File: src/rtl/gat_pkg.sv
// Shared types and sizing for the GAT H-path blocks: bank geometry, row_info layout,
// streamed nonzero beat format and the row streamer FSM states.
package gat_pkg;

  localparam int unsigned DATA_WIDTH     = 8;
  localparam int unsigned NUM_OF_ROWS    = 5;
  localparam int unsigned NUM_OF_COLS    = 5;
  localparam int unsigned COL_IDX_WIDTH  = $clog2(NUM_OF_COLS);
  localparam int unsigned ROW_LEN_WIDTH  = $clog2(NUM_OF_COLS);
  localparam int unsigned ROW_INFO_WIDTH = ROW_LEN_WIDTH + 1;
  localparam int unsigned ROW_IDX_WIDTH  = $clog2(NUM_OF_ROWS);

  typedef struct packed {
    logic [ROW_LEN_WIDTH-1:0] row_len;
    logic                     flag;
  } row_info_t;

  typedef struct packed {
    logic [ROW_IDX_WIDTH-1:0] row;
    logic [COL_IDX_WIDTH-1:0] col_idx;
    logic [DATA_WIDTH-1:0]    value;
    logic                     last;
    logic                     empty;
    logic                     flag;
  } nz_beat_t;

  typedef enum logic {
    IDLE,
    STREAM
  } streamer_state_e;

  // The row_len field can encode more than NUM_OF_COLS; anything larger means a full row.
  function automatic logic [ROW_LEN_WIDTH-1:0] clamp_len(input logic [ROW_LEN_WIDTH-1:0] row_len);
    if (row_len > ROW_LEN_WIDTH'(NUM_OF_COLS)) begin
      return ROW_LEN_WIDTH'(NUM_OF_COLS);
    end
    return row_len;
  endfunction

endpackage

File: src/rtl/h_row_streamer_ctrl.sv
// Sequencing for h_row_streamer: bank capture handshake, per-beat row/col walk and the
// end-of-bank done pulse.
module h_row_streamer_ctrl
  import gat_pkg::*;
(
  input  logic                     clk,
  input  logic                     rst_n,
  input  logic                     ld_valid_i,
  output logic                     ld_ready_o,
  input  logic                     nz_ready_i,
  output logic                     nz_valid_o,
  input  logic                     row_last_i,
  output logic                     capture_o,
  output logic [ROW_IDX_WIDTH-1:0] row_cnt_o,
  output logic [COL_IDX_WIDTH-1:0] col_cnt_o,
  output logic                     done_o
);

  streamer_state_e          state_q, state_d;
  logic [ROW_IDX_WIDTH-1:0] row_cnt_q, row_cnt_d;
  logic [COL_IDX_WIDTH-1:0] col_cnt_q, col_cnt_d;
  logic                     done_q, done_d;

  always_comb begin
    state_d    = state_q;
    row_cnt_d  = row_cnt_q;
    col_cnt_d  = col_cnt_q;
    done_d     = 1'b0;
    ld_ready_o = 1'b0;
    nz_valid_o = 1'b0;
    capture_o  = 1'b0;
    unique case (state_q)
      IDLE: begin
        ld_ready_o = 1'b1;
        if (ld_valid_i) begin
          capture_o = 1'b1;
          row_cnt_d = '0;
          col_cnt_d = '0;
          state_d   = STREAM;
        end
      end
      STREAM: begin
        nz_valid_o = 1'b1;
        if (nz_ready_i) begin
          // Compare before increment, so neither counter ever runs past its last index.
          if (row_last_i) begin
            col_cnt_d = '0;
            if (row_cnt_q == ROW_IDX_WIDTH'(NUM_OF_ROWS - 1)) begin
              row_cnt_d = '0;
              done_d    = 1'b1;
              state_d   = IDLE;
            end else begin
              row_cnt_d = row_cnt_q + 1'b1;
            end
          end else begin
            col_cnt_d = col_cnt_q + 1'b1;
          end
        end
      end
      default: state_d = IDLE;
    endcase
  end

  always_ff @(posedge clk or negedge rst_n) begin
    if (!rst_n) begin
      state_q   <= IDLE;
      row_cnt_q <= '0;
      col_cnt_q <= '0;
      done_q    <= 1'b0;
    end else begin
      state_q   <= state_d;
      row_cnt_q <= row_cnt_d;
      col_cnt_q <= col_cnt_d;
      done_q    <= done_d;
    end
  end

  assign row_cnt_o = row_cnt_q;
  assign col_cnt_o = col_cnt_q;
  assign done_o    = done_q;

endmodule

File: src/rtl/h_row_streamer.sv
// Captures one bank of unpacked CSR rows from the H loader and streams it out as one
// nonzero per beat, tagged with row index, end-of-row and empty-row markers.
module h_row_streamer
  import gat_pkg::*;
(
  input  logic                                                 clk,
  input  logic                                                 rst_n,
  input  logic                                                 ld_valid_i,
  output logic                                                 ld_ready_o,
  input  logic [NUM_OF_ROWS-1:0][NUM_OF_COLS-1:0][COL_IDX_WIDTH-1:0] row_col_idx_i,
  input  logic [NUM_OF_ROWS-1:0][NUM_OF_COLS-1:0][DATA_WIDTH-1:0]    row_value_i,
  input  logic [NUM_OF_ROWS-1:0][ROW_INFO_WIDTH-1:0]                 row_info_i,
  output logic                                                 nz_valid_o,
  input  logic                                                 nz_ready_i,
  output logic [ROW_IDX_WIDTH-1:0]                             nz_row_o,
  output logic [COL_IDX_WIDTH-1:0]                             nz_col_idx_o,
  output logic [DATA_WIDTH-1:0]                                nz_value_o,
  output logic                                                 nz_last_o,
  output logic                                                 nz_empty_o,
  output logic                                                 nz_flag_o,
  output logic                                                 done_o
);

  logic [NUM_OF_ROWS-1:0][NUM_OF_COLS-1:0][COL_IDX_WIDTH-1:0] col_idx_q;
  logic [NUM_OF_ROWS-1:0][NUM_OF_COLS-1:0][DATA_WIDTH-1:0]    value_q;
  logic [NUM_OF_ROWS-1:0][ROW_INFO_WIDTH-1:0]                 info_q;

  logic                     capture;
  logic                     valid;
  logic                     row_last;
  logic [ROW_IDX_WIDTH-1:0] row_cnt;
  logic [COL_IDX_WIDTH-1:0] col_cnt;
  row_info_t                cur_info;
  logic [ROW_LEN_WIDTH-1:0] cur_len;
  logic                     cur_empty;
  nz_beat_t                 beat;

  h_row_streamer_ctrl u_ctrl (
    .clk        (clk),
    .rst_n      (rst_n),
    .ld_valid_i (ld_valid_i),
    .ld_ready_o (ld_ready_o),
    .nz_ready_i (nz_ready_i),
    .nz_valid_o (valid),
    .row_last_i (row_last),
    .capture_o  (capture),
    .row_cnt_o  (row_cnt),
    .col_cnt_o  (col_cnt),
    .done_o     (done_o)
  );

  always_ff @(posedge clk or negedge rst_n) begin
    if (!rst_n) begin
      col_idx_q <= '0;
      value_q   <= '0;
      info_q    <= '0;
    end else if (capture) begin
      col_idx_q <= row_col_idx_i;
      value_q   <= row_value_i;
      info_q    <= row_info_i;
    end
  end

  always_comb begin
    cur_info  = row_info_t'(info_q[row_cnt]);
    cur_len   = clamp_len(cur_info.row_len);
    cur_empty = (cur_len == '0);
    row_last  = cur_empty || (col_cnt == COL_IDX_WIDTH'(cur_len - 1'b1));
    // Outside STREAM the beat is forced to zero so stale bank contents never leak out.
    beat = '0;
    if (valid) begin
      beat.row     = row_cnt;
      beat.col_idx = cur_empty ? '0 : col_idx_q[row_cnt][col_cnt];
      beat.value   = cur_empty ? '0 : value_q[row_cnt][col_cnt];
      beat.last    = row_last;
      beat.empty   = cur_empty;
      beat.flag    = cur_info.flag;
    end
  end

  assign nz_valid_o   = valid;
  assign nz_row_o     = beat.row;
  assign nz_col_idx_o = beat.col_idx;
  assign nz_value_o   = beat.value;
  assign nz_last_o    = beat.last;
  assign nz_empty_o   = beat.empty;
  assign nz_flag_o    = beat.flag;

endmodule

File: config.mk
export PLATFORM = sky130hd
export DESIGN_NAME = h_row_streamer
export DESIGN_NICKNAME = d
export VERILOG_FILES = /design/src/rtl/gat_pkg.sv /design/src/rtl/h_row_streamer_ctrl.sv /design/src/rtl/h_row_streamer.sv
export SDC_FILE = /design/constraint.sdc
export NUM_CORES = 1
export LEC_CHECK = 0
export ABC_CLOCK_PERIOD_IN_PS = 4350
export CAP_MARGIN = 20
export CORE_ASPECT_RATIO = 1.1
export CORE_UTILIZATION = 50
export CTS_CLUSTER_SIZE = 16
export DETAILED_ROUTE_END_ITERATION = 6
export GPL_TIMING_DRIVEN = 0
export PLACE_DENSITY_LB_ADDON = 0.2
export RECOVER_POWER = 25
export SYNTH_ARGS = -nofsm -noshare
export SYNTH_HDL_FRONTEND = slang
export SYNTH_SLANG_ARGS = --single-unit
File: constraint.sdc
create_clock -name clk -period 4.35 [get_ports clk]
set_input_delay 1.305 -clock clk [delete_from_list [all_inputs] [get_ports clk]]
set_output_delay 1.305 -clock clk [all_outputs]
set_load 0.02 [all_outputs]
==> impl_metrics.yaml, run 1 <==
final_layout:
  fillers: 2107
  area_growth_pct: 38.31
  utilization_pct: 71.06
  multi_input_area_sq_um: 6340
  drive_gt1_share_pct: 12.12
  regArea_sq_um: 7585
  layout.nets: 2203
logic_synthesis:
  synth_compound_area_share_pct: 3.241
  synthCells: 1528
  synth_top_area_cell: "dfrtp_1"
  synthTopCellsByArea: "dfrtp_1 54%, nand2_1 24%, mux4_2 11%, clkbuf_1 2.1%, mux2i_1 1.1%"
  synth_top_family_by_area: "simple AND/OR/NAND/NOR gates"
  syn-num-nets: 1832
  synthTopCellsByCount: "905 x nand2_1, 303 x dfrtp_1, 79 x clkbuf_1, 67 x mux4_2, 18 x a21oi_1"
  synthFlopType: "dfrtp_1"
  synth_xor_area_share_pct: 0.1250
  yosys.area_share.simple_pct: 26.05
  synthMuxAreaShare_pct: 13.17
  avgSynthCellArea_sq_um: 9.170
  synth_cell_type_count: 41
  synth_edf_count: 0
  synth_fa_ha_area_share_pct: 0.4465
  ys_ff_latch: 303
  yosysMostFrequentCell: "nand2_1"
  yosysWarningCount: 0
  yosysSeqAreaShare_pct: 54.11
  ys_async_sr_fraction_pct: 100.0
  synth_top_cell_area_share_pct: 54.11
  synth_area_sq_um: 14010
die:
  num_rows: 63
  die-area_sq_um: 28700
  dieHeight_um: 177.6
  core_area_sq_um: 27270
  die_w_um: 161.6
  io-pin-count: 319
  start_util_pct: 51.38
clocking:
  clockBufferDepth: 3
  clk_latency_ns: 0.56
  cts_tree: "yes"
  clock-sinks: 303
  clock-root-buffer: "clkbuf_16"
  cts_buffers: 30
  h-tree-depth: 1
  path_clk_slew_ns: 0.06
route:
  drt-vias-per-instance: 5.486
  vias: 12540
  wl_per_cell_um: 20.09
  drt_wl_total_um: 45900
  dr.pass1.iters: 5
  drtAntennaViolNets: 0
  drt_iter0_markers: 1108
  post-route-drc-count: 0
critical_path:
  crit_arrival_ns: 3.09
  end_kind: "output port"
  cp_common_cell: "ha_4"
  worstSetupPathType: "reg2out"
  cp_slowest_cell: "dfrtp_2"
  crit_chain: "mux2i_2, a211oi_4, a2bb2oi_4, nor2_4, ha_4, ha_4, or3_4, clkbuf_16, o22ai_4, buf_6"
  max_stage_delay_ns: 0.44
  crit_fanout: 5
  cp.required_ns: 3.04
  start_kind: "flop"
placement:
  dp.final_hpwl_um: 33280
  place_ws_ns: -1.127
  io_buffers: 318
  place.gp.congestion: 0.9272
global_route:
  grt_max_degree: 119
  grt.total_usage_pct: 32.29
  gr-usage-met1_pct: 42.03
  antenna_found_initial: 6
  grt_overflow: 0
  grt_pass1_vias: 12930
  grtUsageMet2_pct: 52.71
  grt_pass1_wl_um: 69270
  gr-max-usage-layer: "met2"
  grtUsageMet3_pct: 5.001
sta:
  setup_violations: 6
  slew_violations: 78
  min_period_over_period_pct: 101.1
  slew-limit-headroom_pct: -39.38
  finalHoldViolations: 0
  tightestPinTransition_ns: 2.091
  finalCriticalPeriod_ns: 4.396
  rsz0062_at_grt: "yes"
  timing.fmax_mhz: 227.5
  setup_ws_ns: -0.04622
  fin_skew_ns: 0.01455
min_path:
  hold_class: "reg2reg"
pwr:
  vdd_drop_max_mv: 0.7580
  leakagePower_uw: 0.009303
  powerDensity_nw_per_um2: 755.2
run_status:
  status: "complete, but fails checks"
  violations: "max-capacitance violations, max-slew violations, negative setup slack"
run:
  cap_violations: 1
-- registers in the layout, indices dropped and copies added, names as in the netlist --
| register | count |
|---|---|
| value_q | 200 |
| col_idx_q | 75 |
| info_q | 20 |
| u_ctrl.col_cnt_o | 3 |
| u_ctrl.row_cnt_o | 3 |
| u_ctrl.done_o | 1 |
| u_ctrl.state_q | 1 |
-- repair_timing --
item | in CTS | in global routing
cloned | 2 | 0
setup endpoints to repair | 14 | 14
hold buffers | 0 | 0
setup buffers | 13 | 4
pin swaps | 13 | 7
gates resized for setup | 159 | 19
-- layout by cell type (no fill, tap or decap), types with 3 or more instances in the layout --
master,Yosys,final
buf_4,0,21
mux2i_1,16,13
mux2i_2,0,3
o22ai_4,0,10
clkbuf_16,0,33
ha_1,5,3
buf_12,0,3
clkbuf_1,79,78
clkbuf_2,0,4
clkinvlp_4,0,3
clkbuf_8,0,11
buf_6,1,17
dfrtp_1,303,301
buf_2,14,4
mux2_2,12,12
a22oi_2,2,6
o21ai_0,10,10
nand3_1,5,4
and2_1,6,4
a22oi_1,12,8
nor2_1,12,9
nor2b_1,16,15
o21ai_1,5,4
a21oi_1,18,17
clkdlybuf4s50_1,0,304
mux4_2,67,67
nand2_1,905,904
diode_2,0,6
-- final timing paths --
path,startpoint,to,slack [ns],depth (start not counted)
setup / recovery,u_ctrl.row_cnt_o[1],nz_value_o[5],-0.05,10
hold / removal,value_q[169],value_q[169],0.47,2
setup reg to reg,u_ctrl.row_cnt_o[2],u_ctrl.row_cnt_o[0],1.15,14
hold reg to reg,value_q[169],value_q[169],0.47,2
max in group asynchronous,rst_n,value_q[169],1.60,2
min in group asynchronous,rst_n,col_idx_q[53],1.36,1
-- critical path, delay by kind of cell (launching register included) --
kind / cells / cell delay [ns]
AO/OA/AOI/OAI: 3 / 0.81
flip-flops: 1 / 0.44
AND/OR/NAND/NOR: 2 / 0.42
buffers and inverters: 2 / 0.34
adder cells (fa/ha/maj): 2 / 0.32
multiplexers: 1 / 0.19
-- cell type report --
class | count | share of cell area, %
flip-flops and latches | 303 | 39.14
multi-input cells | 1125 | 32.71
repair buffers | 339 | 17.68
clock buffers | 47 | 4.881
plain buffers | 96 | 2.589
well taps | 357 | 2.305
clock inverters | 8 | 0.5230
inverters | 4 | 0.09039
diodes | 6 | 0.07747
-- logic make-up after synthesis --
| group | Yosys count |
|---|---|
| buffers and inverters | 100 |
| AND/OR/NAND/NOR | 951 |
| adder cells (fa/ha/maj) | 5 |
| flip-flops | 303 |
| XOR/XNOR | 2 |
| AO/OA/AOI/OAI | 69 |
| multiplexers | 98 |
-- per-layer routing --
| metal | up-vias | wire length, um | part of all wire (%) |
|---|---|---|---|
| met3 | 140 | 3848 | 8.4 |
| met1 | 6106 | 17890 | 39 |
| met4 | 2 | 2282 | 5.0 |
| met5 | - | 11 | 0.024 |
| li1 | 5640 | - | - |
| met2 | 648 | 21870 | 48 |
-- per-stage QoR --
stage	instance area [sq um]	TNS [ns]	instances	hold WS (ns)	power (uW)
after floorplan	14010	0	1528	0.4385	8413
after global routing	19370	-0.8505	2283	0.4825	15320
after detailed placement	17700	-12.46	2205	0.4596	10660
final	19380	-0.1311	2285	0.4701	14630
after CTS	19280	-0.2141	2275	0.4750	14360
after global placement	17640	-3274.47	2203	0.4502	10450
-- where the power goes --
part           switching, uW  total, uW  leakage, uW  internal [uW]
combinational           3750       7090      0.00499           3330
clock                   1110       2720     0.000508           1610
sequential               745       4830      0.00381           4090
total                   5610      14600      0.00930           9030
No activity file was read; power rests on OpenSTA's default activity.
==> inputs of run 2 (changes only) <==
--- a/config.mk
+++ b/config.mk
@@ -6,7 +6,7 @@
 export NUM_CORES = 1
 export LEC_CHECK = 0
 export ABC_CLOCK_PERIOD_IN_PS = 4350
-export CAP_MARGIN = 20
+export CAP_MARGIN = 25
 export CORE_ASPECT_RATIO = 1.1
 export CORE_UTILIZATION = 50
 export CTS_CLUSTER_SIZE = 16
@@ -14,6 +14,7 @@
 export GPL_TIMING_DRIVEN = 0
 export PLACE_DENSITY_LB_ADDON = 0.2
 export RECOVER_POWER = 25
+export SKIP_LAST_GASP = 1
 export SYNTH_ARGS = -nofsm -noshare
 export SYNTH_HDL_FRONTEND = slang
 export SYNTH_SLANG_ARGS = --single-unit
==> run 2 against run 1 <==
Compared with the run above: the flow still finishes with violations (max-capacitance violations, max-slew violations, negative setup slack); sequential power about the same; wire length increased by 0.19%; clock-buffer cell count unchanged; highest routed layer unchanged; largest cell class unchanged; total power hardly changed; core utilization about the same; critical endpoint is now nz_value_o[6]; non-clock buffer count up 1.
==> impl_metrics.yaml, run 2 (synthesis gave the netlist of run 1 again) <==
run_status:
  violations: "max-capacitance violations, max-slew violations, negative setup slack"
  status: "complete, but fails checks"
global_route:
  grt_overflow: 0
  grt_max_degree: 119
  grt.total_usage_pct: 32.37
  grt_pass1_wl_um: 69610
  antenna_found_initial: 6
  grt_pass1_vias: 12930
sta:
  min_period_over_period_pct: 101.2
  whs_ns: 0.4701
  rsz0062_at_grt: "yes"
  setup_violations: 3
  fin_skew_ns: 0.01941
  slew-limit-headroom_pct: -41.11
  finalCriticalPeriod_ns: 4.403
  setup_ws_ns: -0.05275
  slew_violations: 78
  timing.fmax_mhz: 227.1
  finalHoldViolations: 0
  tightestPinTransition_ns: 2.117
route:
  drt_wl_total_um: 45990
  post-route-drc-count: 0
  drt-vias-per-instance: 5.467
  dr.pass1.iters: 5
  wl_per_cell_um: 20.13
  drtAntennaViolNets: 0
  vias: 12490
  drt_iter0_markers: 1110
die:
  die-area_sq_um: 28700
  start_util_pct: 51.38
  dieHeight_um: 177.6
  core_area_sq_um: 27270
  num_rows: 63
  die_w_um: 161.6
  io-pin-count: 319
critical_path:
  start_kind: "flop"
  end_kind: "output port"
  cp.required_ns: 3.04
  worstSetupPathType: "reg2out"
  crit_fanout: 5
  crit_arrival_ns: 3.10
placement:
  place_inst: 2205
  place.gp.congestion: 0.9272
  io_buffers: 318
  dp.final_hpwl_um: 33280
  place_ws_ns: -1.127
pwr:
  vdd_drop_max_mv: 0.7883
  powerDensity_nw_per_um2: 754.9
  leakagePower_uw: 0.009306
  finalPower_uw: 14640
clocking:
  clk_latency_ns: 0.56
  clock-sinks: 303
  h-tree-depth: 1
  clockBufferDepth: 3
  clock-root-buffer: "clkbuf_16"
  cts_tree: "yes"
  cts_buffers: 30
  ctsHoldBuffers: 0
  path_clk_slew_ns: 0.06
min_path:
  hold_class: "reg2reg"
final_layout:
  layout.nets: 2204
  reg_top3: "value_q x200, col_idx_q x75, info_q x20"
  drive_gt1_share_pct: 12.12
  area_growth_pct: 38.36
  largest_register: "value_q"
  final_common_cell: "nand2_1"
  largest_reg_flops: 200
  final_cell_mix: "904 x nand2_1, 304 x clkdlybuf4s50_1, 301 x dfrtp_1"
  final_cells: 2285
run:
  cap_violations: 1
==> run 2: cell count changes in the layout (fill, tap and decap cells not counted) <==
| cell | previous run | this run |
|---|---|---|
| buf_8 | 2 | 0 |
| a22oi_2 | 6 | 5 |
| clkbuf_8 | 11 | 12 |
| buf_6 | 17 | 19 |
| mux2i_4 | 0 | 1 |
| a22oi_1 | 8 | 9 |
| mux2i_2 | 3 | 2 |
| diode_2 | 6 | 5 |
==> run 2: cell type report <==
class	instances	area, sq um
clock buffers	47	945.9
inverters	4	17.52
well taps	357	446.7
plain buffers	96	500.5
fillers	2101	7886
diodes	5	12.51
flip-flops and latches	303	7585
multi-input cells	1125	6344
clock inverters	8	101.3
repair buffers	340	3435
==> run 2: worst paths after layout <==
kind	startpoint	end	slack [ns]	depth (start not counted)
setup reg to reg	u_ctrl.row_cnt_o[2]	u_ctrl.row_cnt_o[0]	1.13	14
hold / removal	value_q[169]	value_q[169]	0.47	2
max in group asynchronous	rst_n	col_idx_q[4]	1.58	2
setup / recovery	u_ctrl.row_cnt_o[1]	nz_value_o[6]	-0.05	10
min in group asynchronous	rst_n	col_idx_q[53]	1.38	1
hold reg to reg	value_q[169]	value_q[169]	0.47	2
==> run 2: stage by stage <==
| stage | utilization, % | instance area, sq um | TNS (ns) |
|---|---|---|---|
| floorplan | - | 14010 | 0 |
| global placement | 64.68 | 17640 | -3274.47 |
| detailed placement | 64.91 | 17700 | -12.46 |
| CTS | 70.66 | 19270 | -0.2676 |
| global route | 71.08 | 19390 | -0.9295 |
| finish | 71.08 | 19390 | -0.05757 |
==> run 2: timing repair <==
action / 4_1_cts / 5_1_grt
resized for setup: 157 / 21
gates cloned: 2 / 0
pin swaps: 12 / 11
endpoints found under the setup margin: 14 / 14
setup buffers: 13 / 5
==> run 2: where the power goes <==
part	leakage, uW	internal, uW	switching (uW)
logic	0.00499	3340	3750
registers	0.00381	4090	746
clock network	0.000508	1610	1110
==> run 2: routing by layer <==
| layer | vias to the layer above | part of all wire, % | global-route usage [%] |
|---|---|---|---|
| li1 | 5650 | - | - |
| met1 | 6081 | 40 | 42.70 |
| met5 | - | 0.024 | 0 |
| met3 | 129 | 8.0 | 4.510 |
| met4 | 2 | 4.4 | 14.74 |
| met2 | 631 | 48 | 53.52 |
==> run 2: worst max-delay path, stage by stage, from the launching register on <==
cell and delay [ns]:
dfrtp_2 0.46, mux2i_4 0.22, a211oi_4 0.35, a2bb2oi_4 0.20, nor2_4 0.05, ha_4 0.16, ha_4 0.17, or3_4 0.37
clkbuf_16 0.19, o22ai_4 0.24, buf_6 0.16
==> inputs of run 3 (changes only) <==
--- a/config.mk
+++ b/config.mk
@@ -14,6 +14,7 @@
 export GPL_TIMING_DRIVEN = 0
 export PLACE_DENSITY_LB_ADDON = 0.2
 export RECOVER_POWER = 25
+export REMOVE_ABC_BUFFERS = 1
 export SKIP_LAST_GASP = 1
 export SYNTH_ARGS = -nofsm -noshare
 export SYNTH_HDL_FRONTEND = slang
==> run 3 against run 2 <==
Compared with the run above: the run still ends with max-capacitance violations, max-slew violations, negative setup slack left; sequential share of layout area shrank 0.061 points; sequential power hardly changed; register-to-register slack worse by 0.30 ns; sequential cell count did not move; clock skew is 0.0055 ns lower; setup slack lost 0.058 ns; global-route usage fell by 4.2 points; critical path type unchanged; critical endpoint is now nz_last_o; largest cell class unchanged.
==> impl_metrics.yaml, run 3 (synthesis gave the netlist of run 1 again) <==
run_status:
  status: "complete, but fails checks"
  violations: "max-capacitance violations, max-slew violations, negative setup slack"
die:
  die_w_um: 161.6
  io-pin-count: 319
  num_rows: 63
  core_area_sq_um: 27270
  dieHeight_um: 177.6
  die-area_sq_um: 28700
  start_util_pct: 51.38
sta:
  setup_ws_ns: -0.1111
  setup_violations: 12
  fin_skew_ns: 0.01393
  finalCriticalPeriod_ns: 4.461
  timing.fmax_mhz: 224.2
  tightestPinTransition_ns: 2.854
  slew-limit-headroom_pct: -90.27
  rsz0062_at_grt: "yes"
  whs_ns: 0.4665
  slew_violations: 60
  min_period_over_period_pct: 102.6
  finalHoldViolations: 0
clocking:
  path_clk_slew_ns: 0.06
  clockBufferDepth: 3
  ctsHoldBuffers: 0
  h-tree-depth: 2
  clk_latency_ns: 0.51
  cts_buffers: 34
  cts_tree: "yes"
  clock-root-buffer: "clkbuf_16"
  clock-sinks: 303
route:
  dr.pass1.iters: 5
  drt_wl_total_um: 40590
  drt-vias-per-instance: 5.311
  post-route-drc-count: 0
  drtAntennaViolNets: 0
  wl_per_cell_um: 18.26
  vias: 11810
  drt_iter0_markers: 1028
final_layout:
  final_cell_mix: "903 x nand2_1, 304 x clkdlybuf4s50_1, 298 x dfrtp_1"
  area_growth_pct: 38.78
  final_cells: 2223
  largest_register: "value_q"
  drive_gt1_share_pct: 13.05
  layout.nets: 2141
  reg_top3: "value_q x200, col_idx_q x75, info_q x20"
  largest_reg_flops: 200
  final_common_cell: "nand2_1"
placement:
  io_buffers: 318
  place_inst: 2125
  place.gp.congestion: 0.8239
  dp.final_hpwl_um: 25560
min_path:
  hold_class: "reg2reg"
critical_path:
  start_kind: "flop"
  crit_arrival_ns: 3.16
  worstSetupPathType: "reg2out"
  crit_fanout: 5
  cp.required_ns: 3.04
  end_kind: "output port"
global_route:
  antenna_found_initial: 4
  grt_pass1_wl_um: 62800
  grt_max_degree: 123
  grt.total_usage_pct: 28.22
  grt_overflow: 0
  grt_pass1_vias: 12080
pwr:
  powerDensity_nw_per_um2: 752.6
  vdd_drop_max_mv: 0.4872
  leakagePower_uw: 0.009409
run:
  cap_violations: 1
[run 3: cell count changes in the layout (fill, tap and decap cells not counted), moves of 4 or more]
cell,delta
o22ai_2,+6
clkbuf_16,+4
clkbuf_1,-72
buf_6,-5
buf_16,+5
o22ai_4,-6
buf_12,+8
[run 3: cell type report]
cell class                      count  area (sq um)
Antenna cell                        4         10.01
Fill cell                        2071          7828
Sequential cell                   303          7596
Multi-Input combinational cell   1126          6289
Inverter                            4         17.52
Tap cell                          357         446.7
Timing Repair Buffer              368          3925
Clock buffer                       54          1100
Clock inverter                      7         62.56
[run 3: what timing repair did]
action                                  CTS  global route
endpoints found under the setup margin   14            14
pin swaps                                11            21
cloned                                    3             0
setup buffers                            20            11
hold endpoints to repair                  0             0
gates resized for setup                  84            41
[run 3: layer usage]
layer | vias to the layer above | GRT usage [%] | wire length, um
met4 | 2 | 11.75 | 1439
met3 | 96 | 6.240 | 2861
met1 | 5738 | 35.50 | 16130
met2 | 435 | 47.32 | 20140
met5 | - | 0 | 11
li1 | 5536 | - | -
[run 3: worst max-delay path, stage by stage (launching register included)]
cell,delay [ns]
dfrtp_4,0.52
mux2_4,0.31
a221o_1,0.38
and2_4,0.20
nor2_4,0.14
ha_4,0.15
ha_4,0.21
xor2_4,0.16
and2_4,0.19
a31oi_4,0.10
nor2_2,0.14
buf_6,0.14
[run 3: final timing paths]
| check | start | to | slack, ns | depth (start not counted) |
|---|---|---|---|---|
| max reg2reg | u_ctrl.row_cnt_o[2] | u_ctrl.state_q | 0.83 | 14 |
| max | u_ctrl.row_cnt_o[2] | nz_last_o | -0.11 | 11 |
| min reg2reg | value_q[191] | value_q[191] | 0.47 | 2 |
| max in group asynchronous | rst_n | value_q[0] | 0.50 | 2 |
| min in group asynchronous | rst_n | value_q[102] | 1.91 | 1 |
| min | value_q[191] | value_q[191] | 0.47 | 2 |
[run 3: per-stage QoR]
stage                     setup TNS [ns]  area (sq um)  setup slack [ns]  total power [uW]  utilization [%]
after floorplan                 -1946.78         13630            -6.486              8550                -
after global placement          -7018.28         17260            -12.91             10530            63.27
after detailed placement          -15.88         17690            -1.374             10440            64.86
after CTS                        -0.4013         19170          -0.04684             13960            70.27
after global routing              -9.468         19440           -0.1683             15520            71.29
final                            -0.3868         19450           -0.1111             14630            71.30
[run 3: power breakdown]
group / internal, uW / total [uW] / switching [uW]
Sequential: 4100 / 4850 / 758
Clock: 1790 / 2940 / 1150
Combinational: 3400 / 6840 / 3440
Total: 9290 / 14600 / 5350
